**src/rtl/clahe_pkg.sv**
```systemverilog
// Shared constants and types for the CLAHE histogram path (stat stage and RAM bank).
// The bank is indexed as {tile, bin}; counts are CNT_W wide and saturate.
package clahe_pkg;

    localparam int TILE_NUM   = 64;
    localparam int BINS       = 256;
    localparam int CNT_W      = 16;
    localparam int TILE_IDX_W = 6;
    localparam int BIN_W      = 8;

    typedef logic [TILE_IDX_W-1:0] tile_idx_t;
    typedef logic [BIN_W-1:0]      bin_t;
    typedef logic [CNT_W-1:0]      cnt_t;

    typedef struct packed {
        tile_idx_t tile;
        bin_t      bin;
    } hist_key_t;

    typedef struct packed {
        logic      vld;
        hist_key_t key;
    } addr_stage_t;

    typedef struct packed {
        logic      vld;
        hist_key_t key;
        cnt_t      cnt;
    } cnt_stage_t;

    localparam hist_key_t   HIST_KEY_ZERO   = '{tile: 6'd0, bin: 8'd0};
    localparam addr_stage_t ADDR_STAGE_IDLE = '{vld: 1'b0, key: HIST_KEY_ZERO};
    localparam cnt_stage_t  CNT_STAGE_IDLE  = '{vld: 1'b0, key: HIST_KEY_ZERO, cnt: 16'd0};

    // Bin increment that sticks at the top of the counter range
    function automatic cnt_t sat_inc(input cnt_t val);
        cnt_t res;
        if (val == {CNT_W{1'b1}}) begin
            res = val;
        end else begin
            res = val + 16'd1;
        end
        return res;
    endfunction

endpackage

```
**src/rtl/clahe_tile_locator.sv**
```systemverilog
// Raster position tracker: x/y counters plus sub-tile counters that step the
// tile column/row without any division, yielding the tile index of the current pixel.
module clahe_tile_locator
    import clahe_pkg::*;
#(
    parameter int IMG_W     = 1280,
    parameter int IMG_H     = 720,
    parameter int TILE_COLS = 8,
    parameter int TILE_ROWS = 8
) (
    input  logic                  pclk,
    input  logic                  rst_n,
    input  logic                  frame_start,
    input  logic                  frame_active,
    input  logic                  in_href,
    output logic [TILE_IDX_W-1:0] tile_idx,
    output logic                  pix_valid
);

    localparam int TILE_W = IMG_W / TILE_COLS;
    localparam int TILE_H = IMG_H / TILE_ROWS;
    localparam int X_W    = $clog2(IMG_W + 1);
    localparam int Y_W    = $clog2(IMG_H + 1);

    logic            href_d_r;
    logic [X_W-1:0]  x_cnt_r, x_cnt_nxt, sub_x_r, sub_x_nxt;
    logic [Y_W-1:0]  y_cnt_r, y_cnt_nxt, sub_y_r, sub_y_nxt;
    tile_idx_t       col_r, col_nxt, row_r, row_nxt;
    logic            href_fall_s, adv_x_s, adv_y_s;

    // Position strobes and pixel qualification; x saturates at IMG_W, y at IMG_H
    always_comb begin
        href_fall_s = href_d_r & ~in_href;
        adv_x_s     = in_href & frame_active & (x_cnt_r < X_W'(IMG_W));
        adv_y_s     = href_fall_s & frame_active & (y_cnt_r < Y_W'(IMG_H));
        pix_valid   = adv_x_s & (y_cnt_r < Y_W'(IMG_H));
        tile_idx    = row_r * TILE_IDX_W'(TILE_COLS) + col_r;
    end

    // Next-state for the horizontal and vertical counter chains
    always_comb begin
        x_cnt_nxt = x_cnt_r;
        sub_x_nxt = sub_x_r;
        col_nxt   = col_r;
        y_cnt_nxt = y_cnt_r;
        sub_y_nxt = sub_y_r;
        row_nxt   = row_r;
        if (frame_start) begin
            x_cnt_nxt = {X_W{1'b0}};
            sub_x_nxt = {X_W{1'b0}};
            col_nxt   = {TILE_IDX_W{1'b0}};
            y_cnt_nxt = {Y_W{1'b0}};
            sub_y_nxt = {Y_W{1'b0}};
            row_nxt   = {TILE_IDX_W{1'b0}};
        end else begin
            if (href_fall_s) begin
                x_cnt_nxt = {X_W{1'b0}};
                sub_x_nxt = {X_W{1'b0}};
                col_nxt   = {TILE_IDX_W{1'b0}};
            end else if (adv_x_s) begin
                x_cnt_nxt = x_cnt_r + X_W'(1);
                if (sub_x_r == X_W'(TILE_W - 1)) begin
                    sub_x_nxt = {X_W{1'b0}};
                    if (col_r == TILE_IDX_W'(TILE_COLS - 1)) begin
                        col_nxt = {TILE_IDX_W{1'b0}};
                    end else begin
                        col_nxt = col_r + TILE_IDX_W'(1);
                    end
                end else begin
                    sub_x_nxt = sub_x_r + X_W'(1);
                end
            end else begin
                x_cnt_nxt = x_cnt_r;
            end
            if (adv_y_s) begin
                y_cnt_nxt = y_cnt_r + Y_W'(1);
                if (sub_y_r == Y_W'(TILE_H - 1)) begin
                    sub_y_nxt = {Y_W{1'b0}};
                    if (row_r == TILE_IDX_W'(TILE_ROWS - 1)) begin
                        row_nxt = {TILE_IDX_W{1'b0}};
                    end else begin
                        row_nxt = row_r + TILE_IDX_W'(1);
                    end
                end else begin
                    sub_y_nxt = sub_y_r + Y_W'(1);
                end
            end else begin
                y_cnt_nxt = y_cnt_r;
            end
        end
    end

    // Counter registers
    always_ff @(posedge pclk or negedge rst_n) begin
        if (!rst_n) begin
            href_d_r <= 1'b0;
            x_cnt_r  <= {X_W{1'b0}};
            sub_x_r  <= {X_W{1'b0}};
            col_r    <= {TILE_IDX_W{1'b0}};
            y_cnt_r  <= {Y_W{1'b0}};
            sub_y_r  <= {Y_W{1'b0}};
            row_r    <= {TILE_IDX_W{1'b0}};
        end else begin
            href_d_r <= in_href;
            x_cnt_r  <= x_cnt_nxt;
            sub_x_r  <= sub_x_nxt;
            col_r    <= col_nxt;
            y_cnt_r  <= y_cnt_nxt;
            sub_y_r  <= sub_y_nxt;
            row_r    <= row_nxt;
        end
    end

endmodule

```
**src/rtl/clahe_hist_stat.sv**
```systemverilog
// Per-pixel tile histogram accumulator: 1 pixel/clock read-modify-write of the
// tile's bin in the ping-pong bank, with S2/S3 forwarding and frame-done signalling.
module clahe_hist_stat
    import clahe_pkg::*;
#(
    parameter int IMG_W     = 1280,
    parameter int IMG_H     = 720,
    parameter int TILE_COLS = 8,
    parameter int TILE_ROWS = 8
) (
    input  logic                  pclk,
    input  logic                  rst_n,
    input  logic                  in_vsync,
    input  logic                  in_href,
    input  logic [BIN_W-1:0]      in_y,
    input  logic                  clear_done,
    output logic [TILE_IDX_W-1:0] hist_rd_tile_idx,
    output logic [BIN_W-1:0]      hist_rd_addr,
    input  logic [CNT_W-1:0]      hist_rd_data,
    output logic [TILE_IDX_W-1:0] hist_wr_tile_idx,
    output logic [BIN_W-1:0]      hist_wr_addr,
    output logic [CNT_W-1:0]      hist_wr_data,
    output logic                  hist_wr_en,
    output logic                  hist_frame_done,
    output logic                  err_clear_overlap
);

    logic        vsync_d_r, frame_active_r, err_r, done_pend_r, frame_done_r;
    addr_stage_t s0_r, s1_r, s0_nxt;
    cnt_stage_t  s2_r, s3_r, s2_nxt;
    logic        vsync_rise_s, pix_valid_s, accept_s;
    tile_idx_t   loc_tile_s;
    logic        fwd2_s, fwd3_s, pend_s, done_now_s;
    cnt_t        base_s;

    clahe_tile_locator #(
        .IMG_W     (IMG_W),
        .IMG_H     (IMG_H),
        .TILE_COLS (TILE_COLS),
        .TILE_ROWS (TILE_ROWS)
    ) u_locator (
        .pclk         (pclk),
        .rst_n        (rst_n),
        .frame_start  (vsync_rise_s),
        .frame_active (frame_active_r),
        .in_href      (in_href),
        .tile_idx     (loc_tile_s),
        .pix_valid    (pix_valid_s)
    );

    // Acceptance, S0 load, bin forwarding and frame-done qualification
    always_comb begin
        vsync_rise_s = in_vsync & ~vsync_d_r;
        accept_s     = pix_valid_s & clear_done;

        s0_nxt     = s0_r;
        s0_nxt.vld = accept_s;
        if (accept_s) begin
            s0_nxt.key = '{tile: loc_tile_s, bin: in_y};
        end else begin
            s0_nxt.key = s0_r.key;
        end

        // The RAM read for S1 was issued before S2/S3 landed, so their counts win
        fwd2_s = s2_r.vld & (s2_r.key == s1_r.key);
        fwd3_s = s3_r.vld & (s3_r.key == s1_r.key);
        if (fwd2_s) begin
            base_s = s2_r.cnt;
        end else if (fwd3_s) begin
            base_s = s3_r.cnt;
        end else begin
            base_s = hist_rd_data;
        end
        s2_nxt = '{vld: s1_r.vld, key: s1_r.key, cnt: sat_inc(base_s)};

        // Done fires in the first cycle where S0..S2 will all be empty
        pend_s     = done_pend_r | (vsync_rise_s & frame_active_r);
        done_now_s = pend_s & ~accept_s & ~s0_r.vld & ~s1_r.vld;
    end

    // RMW pipeline stages S0..S3
    always_ff @(posedge pclk or negedge rst_n) begin
        if (!rst_n) begin
            s0_r <= ADDR_STAGE_IDLE;
            s1_r <= ADDR_STAGE_IDLE;
            s2_r <= CNT_STAGE_IDLE;
            s3_r <= CNT_STAGE_IDLE;
        end else begin
            s0_r <= s0_nxt;
            s1_r <= s0_r;
            s2_r <= s2_nxt;
            s3_r <= s2_r;
        end
    end

    // Frame control, sticky clear-overlap flag and frame-done pulse
    always_ff @(posedge pclk or negedge rst_n) begin
        if (!rst_n) begin
            vsync_d_r      <= 1'b0;
            frame_active_r <= 1'b0;
            err_r          <= 1'b0;
            done_pend_r    <= 1'b0;
            frame_done_r   <= 1'b0;
        end else begin
            vsync_d_r    <= in_vsync;
            done_pend_r  <= pend_s & ~done_now_s;
            frame_done_r <= done_now_s;
            if (vsync_rise_s) begin
                frame_active_r <= 1'b1;
                err_r          <= 1'b0;
            end else if (pix_valid_s && !clear_done) begin
                frame_active_r <= frame_active_r;
                err_r          <= 1'b1;
            end else begin
                frame_active_r <= frame_active_r;
                err_r          <= err_r;
            end
        end
    end

    assign hist_rd_tile_idx  = s0_r.key.tile;
    assign hist_rd_addr      = s0_r.key.bin;
    assign hist_wr_tile_idx  = s2_r.key.tile;
    assign hist_wr_addr      = s2_r.key.bin;
    assign hist_wr_data      = s2_r.cnt;
    assign hist_wr_en        = s2_r.vld;
    assign hist_frame_done   = frame_done_r;
    assign err_clear_overlap = err_r;

endmodule

```
**config.mk**
```make
export PLATFORM = sky130hd
export DESIGN_NAME = clahe_hist_stat
export DESIGN_NICKNAME = d
export VERILOG_FILES = /design/src/rtl/clahe_pkg.sv /design/src/rtl/clahe_tile_locator.sv /design/src/rtl/clahe_hist_stat.sv
export SDC_FILE = /design/constraint.sdc
export NUM_CORES = 1
export LEC_CHECK = 0
export CAP_MARGIN = 25
export CORE_MARGIN = 5
export CORE_UTILIZATION = 55
export CTS_CLUSTER_DIAMETER = 150
export DETAILED_ROUTE_END_ITERATION = 7
export GPL_TIMING_DRIVEN = 0
export PLACE_DENSITY = 0.78
export SLEW_MARGIN = 20
export SYNTH_ARGS = -nofsm -noshare
export SYNTH_HDL_FRONTEND = slang
export SYNTH_SLANG_ARGS = --single-unit
```
**constraint.sdc**
```tcl
create_clock -name pclk -period 3.2 [get_ports pclk]
set_clock_uncertainty 0.15 [all_clocks]
set_input_delay 0.8 -clock pclk [delete_from_list [all_inputs] [get_ports pclk]]
set_output_delay 0.8 -clock pclk [all_outputs]
set_load 0.005 [all_outputs]
```
==> Word level (Yosys, flattened, before mapping) <==
Index checks and enable logic that the tools add are counted.
{ "word_totals": {"wordCells": 100, "register_bits": 152, "input_bits": 29, "out_inout_bits": 47} }
{ "classes": {"n_reduce_logical": 9, "n_lt_le_gt_ge": 2, "n_addsub": 8, "eq_ne": 7, "bitwise_logic": 22, "muxes": 26} }
{ "op_table": {"columns": ["operator", "n"], "rows": [
  ["2-to-1 mux 11 bit", 7],
  ["2-to-1 mux 6 bit", 9],
  ["2-to-1 mux 10 bit", 5],
  ["2-to-1 mux 16 bit", 3],
  ["equality test 14 bit", 2],
  ["adder 11 x 1 -> 11 bit (second input constant)", 2],
  ["adder 10 x 1 -> 10 bit (second input constant)", 2],
  ["adder 16 x 1 -> 16 bit (second input constant)", 1],
  ["equality test 16 bit (second input constant)", 1],
  ["bitwise AND 1 bit", 15],
  ["adder 6 x 1 -> 6 bit (second input constant)", 2],
  ["equality test 6 x 3 -> 1 bit (second input constant)", 2],
  ["equality test 11 x 8 -> 1 bit (second input constant)", 1],
  ["less-than comparator 11 bit (second input constant)", 1],
  ["equality test 10 x 7 -> 1 bit (second input constant)", 1],
  ["less-than comparator 10 bit (second input constant)", 1],
  ["adder 6 bit", 1],
  ["inverter 1 bit", 6],
  ["nonzero test 2 bit", 3],
  ["nonzero test 3 bit", 2],
  ["AND reduction 2 bit", 2],
  ["2-to-1 mux 1 bit", 2],
  ["logical AND 1 bit", 1],
  ["zero test 1 bit", 1],
  ["bitwise OR 1 bit", 1]
]} }

==> Longest topological paths before layout <==
{ "depth": {"ltp_word": 10, "depth_mapped": 12, "ltp_nobuf": 10} }

==> Modules after synthesis <==
A second synthesis with hierarchy kept.
{ "unflattened": {"cells_unflattened": 625, "area_unflattened_um2": 6806.5} }
{ "modules_own_cells": {"columns": ["module", "seq_area_each_um2", "n_inst", "cells_per_inst", "area_per_inst_um2"], "rows": [
  ["clahe_hist_stat", 2427.3, 1, 315, 3942.5],
  ["clahe_tile_locator", 1301.2, 1, 310, 2864.0]
]} }

==> Least setup slack after synthesis <==
Ideal clock, no wire load.
{ "synth_timing": {"path_type": "register -> register", "startpoint": "register s1_r[7] (netlist bit)", "endpoint": "register s2_r (netlist bit hist_wr_data[1])", "setup_ns": 0.120, "t_arrival_ns": 2.421, "stages_incl_launch_ff": 13, "path_buffers": 3, "required_time_ns": 2.930, "path_slack_ns": 0.509, "period_less_slack_ns": 2.691, "cell_sequence": "dfrtp_1 > xor2_1 > nor4_4 > and4_1 > buf_6 > buf_6 > nand3_1 > a31oi_1 > nand4_1 > buf_2 > a21oi_1 > o21ai_1 > and3_1"} }
{ "synth_lines": {"columns": ["item", "line_no", "text"], "rows": [
  ["start: declaration", "clahe_hist_stat.sv:29", "addr_stage_t s0_r, s1_r, s0_nxt;"],
  ["start signal: assignment", "clahe_hist_stat.sv:90", "s1_r <= s0_r;"],
  ["end signal: assignment", "clahe_hist_stat.sv:91", "s2_r <= s2_nxt;"],
  ["end: declaration", "clahe_hist_stat.sv:30", "cnt_stage_t s2_r, s3_r, s2_nxt;"]
]} }

==> impl_metrics.csv <==
group,metric,value,unit
floorplan,die_h,121,um
synth,synth_nets,681,
power_and_ir_drop,max-vdd-ir-drop,0.400,mV
worst_setup_path,worstPathRequired,3.37,ns
job,cap_viol_max_count,0,
synth,synthMostInstantiatedCell,"dfrtp_1",
synth,synth_largest_area_cell,"dfrtp_1",
worst_setup_path,arrival,3.23,ns
run_status,status,"complete, no violations",
finish,antenna_cells,0,
grt,grt_use_total,21.7,%
worst_setup_path,crit_path_frequent_cell,"buf_6",
clock_network,insertion_delay,0.42,ns
finish,area_growth,23.8,%
placement,place_area,7800,um^2
worst_setup_path,worstSetupPathType,"register to register",
synth,ys_types,53,
synth,ys_seq_area_share,55.8,%
clock_network,htreeDepth,4,
min_path,hold_path_class,"input port to asynchronous set/reset pin",
floorplan,core-area,12100,um^2
grt,overflow,0,
worst_setup_path,worst_path_max_delay_cell,"dfrtp_1",
sta,timing.fmax,326,MHz
detailed_routing,first_iter_violations,405,
floorplan,pin_count,76,
sta,rsz0062_at_grt,"true",
finish,layout-drive-gt1-share,10.1,%
detailed_routing,final_antenna_net_count,0,
sta,setup_viol,0,
worst_setup_path,crit_chain,"xor2_1 > nor4_2 > and4_1 > buf_6 > buf_6 > nand3_1 > a31oi_2 > nand4_1 > clkbuf_4 > a21oi_1 > o21ai_0 > and3_1",
synth,syn_avg_cell_area,10.6,um^2
synth,synth-edff-count,0,
floorplan,fp.dieW,121,um
synth,yosysTopAreaCellShare,55.8,%
sta,timing.final.crit_share,95.8,%
synth,ys.flop_type,"dfrtp_1",
grt,antenna_found_initial,0,
clock_network,cts.sinks,152,
clock_network,numCtsBuffers,17,
finish,final_nets,781,
detailed_routing,routed_wl,15200,um
sta,worst_pin_slew,0.648,ns
floorplan,die_area,14700,um^2
grt,grt_pass1_vias,5191,
synth,synth.ff_latch_count,152,
power_and_ir_drop,power.density,570,nW/um^2
synth,synthesis.area,6810,um^2
power_and_ir_drop,leakage,0.00372,uW
grt,grt_max_degree,85,
clock_network,cts_tree,"done",
grt,grt_pass1_wl,25400,um
synth,ys_warn_count,0,
floorplan,initial_core_util,56.5,%
synth,async_flop_share,100,%
synth,synth_cells,643,
worst_setup_path,cp-start-kind,"register",
worst_setup_path,slowest_delay,0.41,ns
clock_network,cts_buffer_depth,2,
finish,seq_area,3800,um^2
synth,yosys-top-cells-count,"152 x dfrtp_1, 94 x nand2_1, 59 x nor2_1, 39 x xor2_1, 37 x o21ai_0",
placement,gp_congestion,0.906,
floorplan,rows,40,
clock_network,cts-root-buf,"clkbuf_16",
detailed_routing,dr.pass1.iters,4,
clock_network,clkTransAtPathRegs,0.06,ns
placement,io_buffers,75,
detailed_routing,drc_errors,0,
placement,dp.cells,887,
finish,fillers,874,
synth,synth_area_leaders,"dfrtp_1 56%, nand2_1 5.2%, xor2_1 5.0%",
worst_setup_path,end_kind,"register",
placement,hpwl,10600,um
detailed_routing,vias_per_cell,5.49,
sta,slew_viol_final,0,
detailed_routing,post_drt_wl_per_cell,16.4,um
sta,hold_viol_final,0,
sta,hold_ws,0.211,ns
worst_setup_path,worstPathMaxFanout,10,
sta,min_period,3.07,ns
finish,final_cell_count_no_fill,924,
finish,multi_input_area,2790,um^2
sta,relSlewSlack,56.8,%
finish,finalInstanceArea,8440,um^2
detailed_routing,vias,5070,
-- power by group --
group,total (uW),switching (uW),internal [uW]
combinational,632,291,341
sequential,2270,166,2100
clock,1910,829,1080
total,4810,1290,3520
-- area by class of cell --
type / count / area share (%)
Multi-Input combinational cell: 448 / 33.0
Inverter: 10 / 0.445
Clock inverter: 15 / 1.69
Tap cell: 168 / 2.49
Sequential cell: 152 / 45.1
Buffer: 33 / 2.48
Timing Repair Buffer: 81 / 9.73
Clock buffer: 17 / 5.04
-- placed cells by master (no fill, tap or decap), types with 19 or more instances in the layout --
cell and instances:
buf_4 19, nor2_1 59, nand2_1 94, nand4_1 19, xor2_1 39, mux2i_1 20
o21ai_0 37, xnor2_1 31, and3_1 21, a21oi_1 20, nand3_1 28, clkdlybuf4s50_1 74
dfrtp_1 152
-- kinds of logic (layout without fill, tap and decap cells) --
family | after synthesis | after routing | synth area share [%]
AO/OA/AOI/OAI | 89 | 89 | 8.32
XOR/XNOR | 70 | 70 | 9.00
adder cells (fa/ha/maj) | 9 | 9 | 1.76
buffers and inverters | 43 | 156 | 3.55
flip-flops | 152 | 152 | 55.8
multiplexers | 21 | 21 | 3.10
AND/OR/NAND/NOR | 259 | 259 | 18.4
-- timing repair --
item / CTS / global route
hold endpoints to repair: 0 / 0
pin swaps: 1 / 1
setup endpoints to repair: 4 / 7
hold buffers: 0 / 0
setup buffers: 3 / 2
gates cloned: 0 / 0
gates resized for setup: 0 / 8
-- registers in the layout (all words and copies together), names as in the netlist, 6 cells and up --
signal,flops
s3_r,31
hist_wr_data,16
s1_r,15
u_locator.sub_x_r,11
u_locator.x_cnt_r,11
u_locator.sub_y_r,10
u_locator.y_cnt_r,10
hist_rd_addr,8
hist_wr_addr,8
hist_rd_tile_idx,6
hist_wr_tile_idx,6
u_locator.col_r,6
u_locator.row_r,6
-- critical path, delay by kind of cell, from the launching register on --
family,cells,cell delay (ns)
buffers and inverters,3,0.53
AOI/OAI and AO/OA,3,0.62
xor gates and xnor gates,1,0.18
DFF,1,0.41
and+or+nand+nor,5,1.08
-- per-layer routing --
| layer | vias to the layer above | GRT usage, % | share of wire, % |
|---|---|---|---|
| met2 | 132 | 36.9 | 52 |
| met4 | 0 | 7.07 | 1.5 |
| li1 | 2402 | - | - |
| met5 | - | 0 | 0 |
| met1 | 2512 | 27.3 | 42 |
| met3 | 24 | 5.22 | 4.8 |
-- final timing paths --
kind / from / slack [ns] / to / depth (start not counted)
max reg2reg: s1_r[4] / 0.13 / hist_wr_data[1] / 12
min: rst_n / 0.21 / s3_r[22] / 1
max: s1_r[4] / 0.13 / hist_wr_data[1] / 12
min in group pclk: s0_r[14] / 0.24 / s1_r[14] / 0
min reg2reg: s0_r[14] / 0.24 / s1_r[14] / 0
max in group asynchronous: rst_n / 1.94 / u_locator.y_cnt_r[4] / 2
-- per-stage QoR --
step	total power (uW)	worst slack [ns]	util (%)	setup TNS [ns]
global placement	2890	-4.61	64.4	-699.94
CTS	4860	0.0106	69.6	0
global route	5030	-0.0702	69.9	-0.120
finish	4810	0.134	69.9	0
floorplan	2590	0.509	-	0
detailed placement	2930	-0.133	64.7	-0.207
No activity file was read; power rests on OpenSTA's default activity.
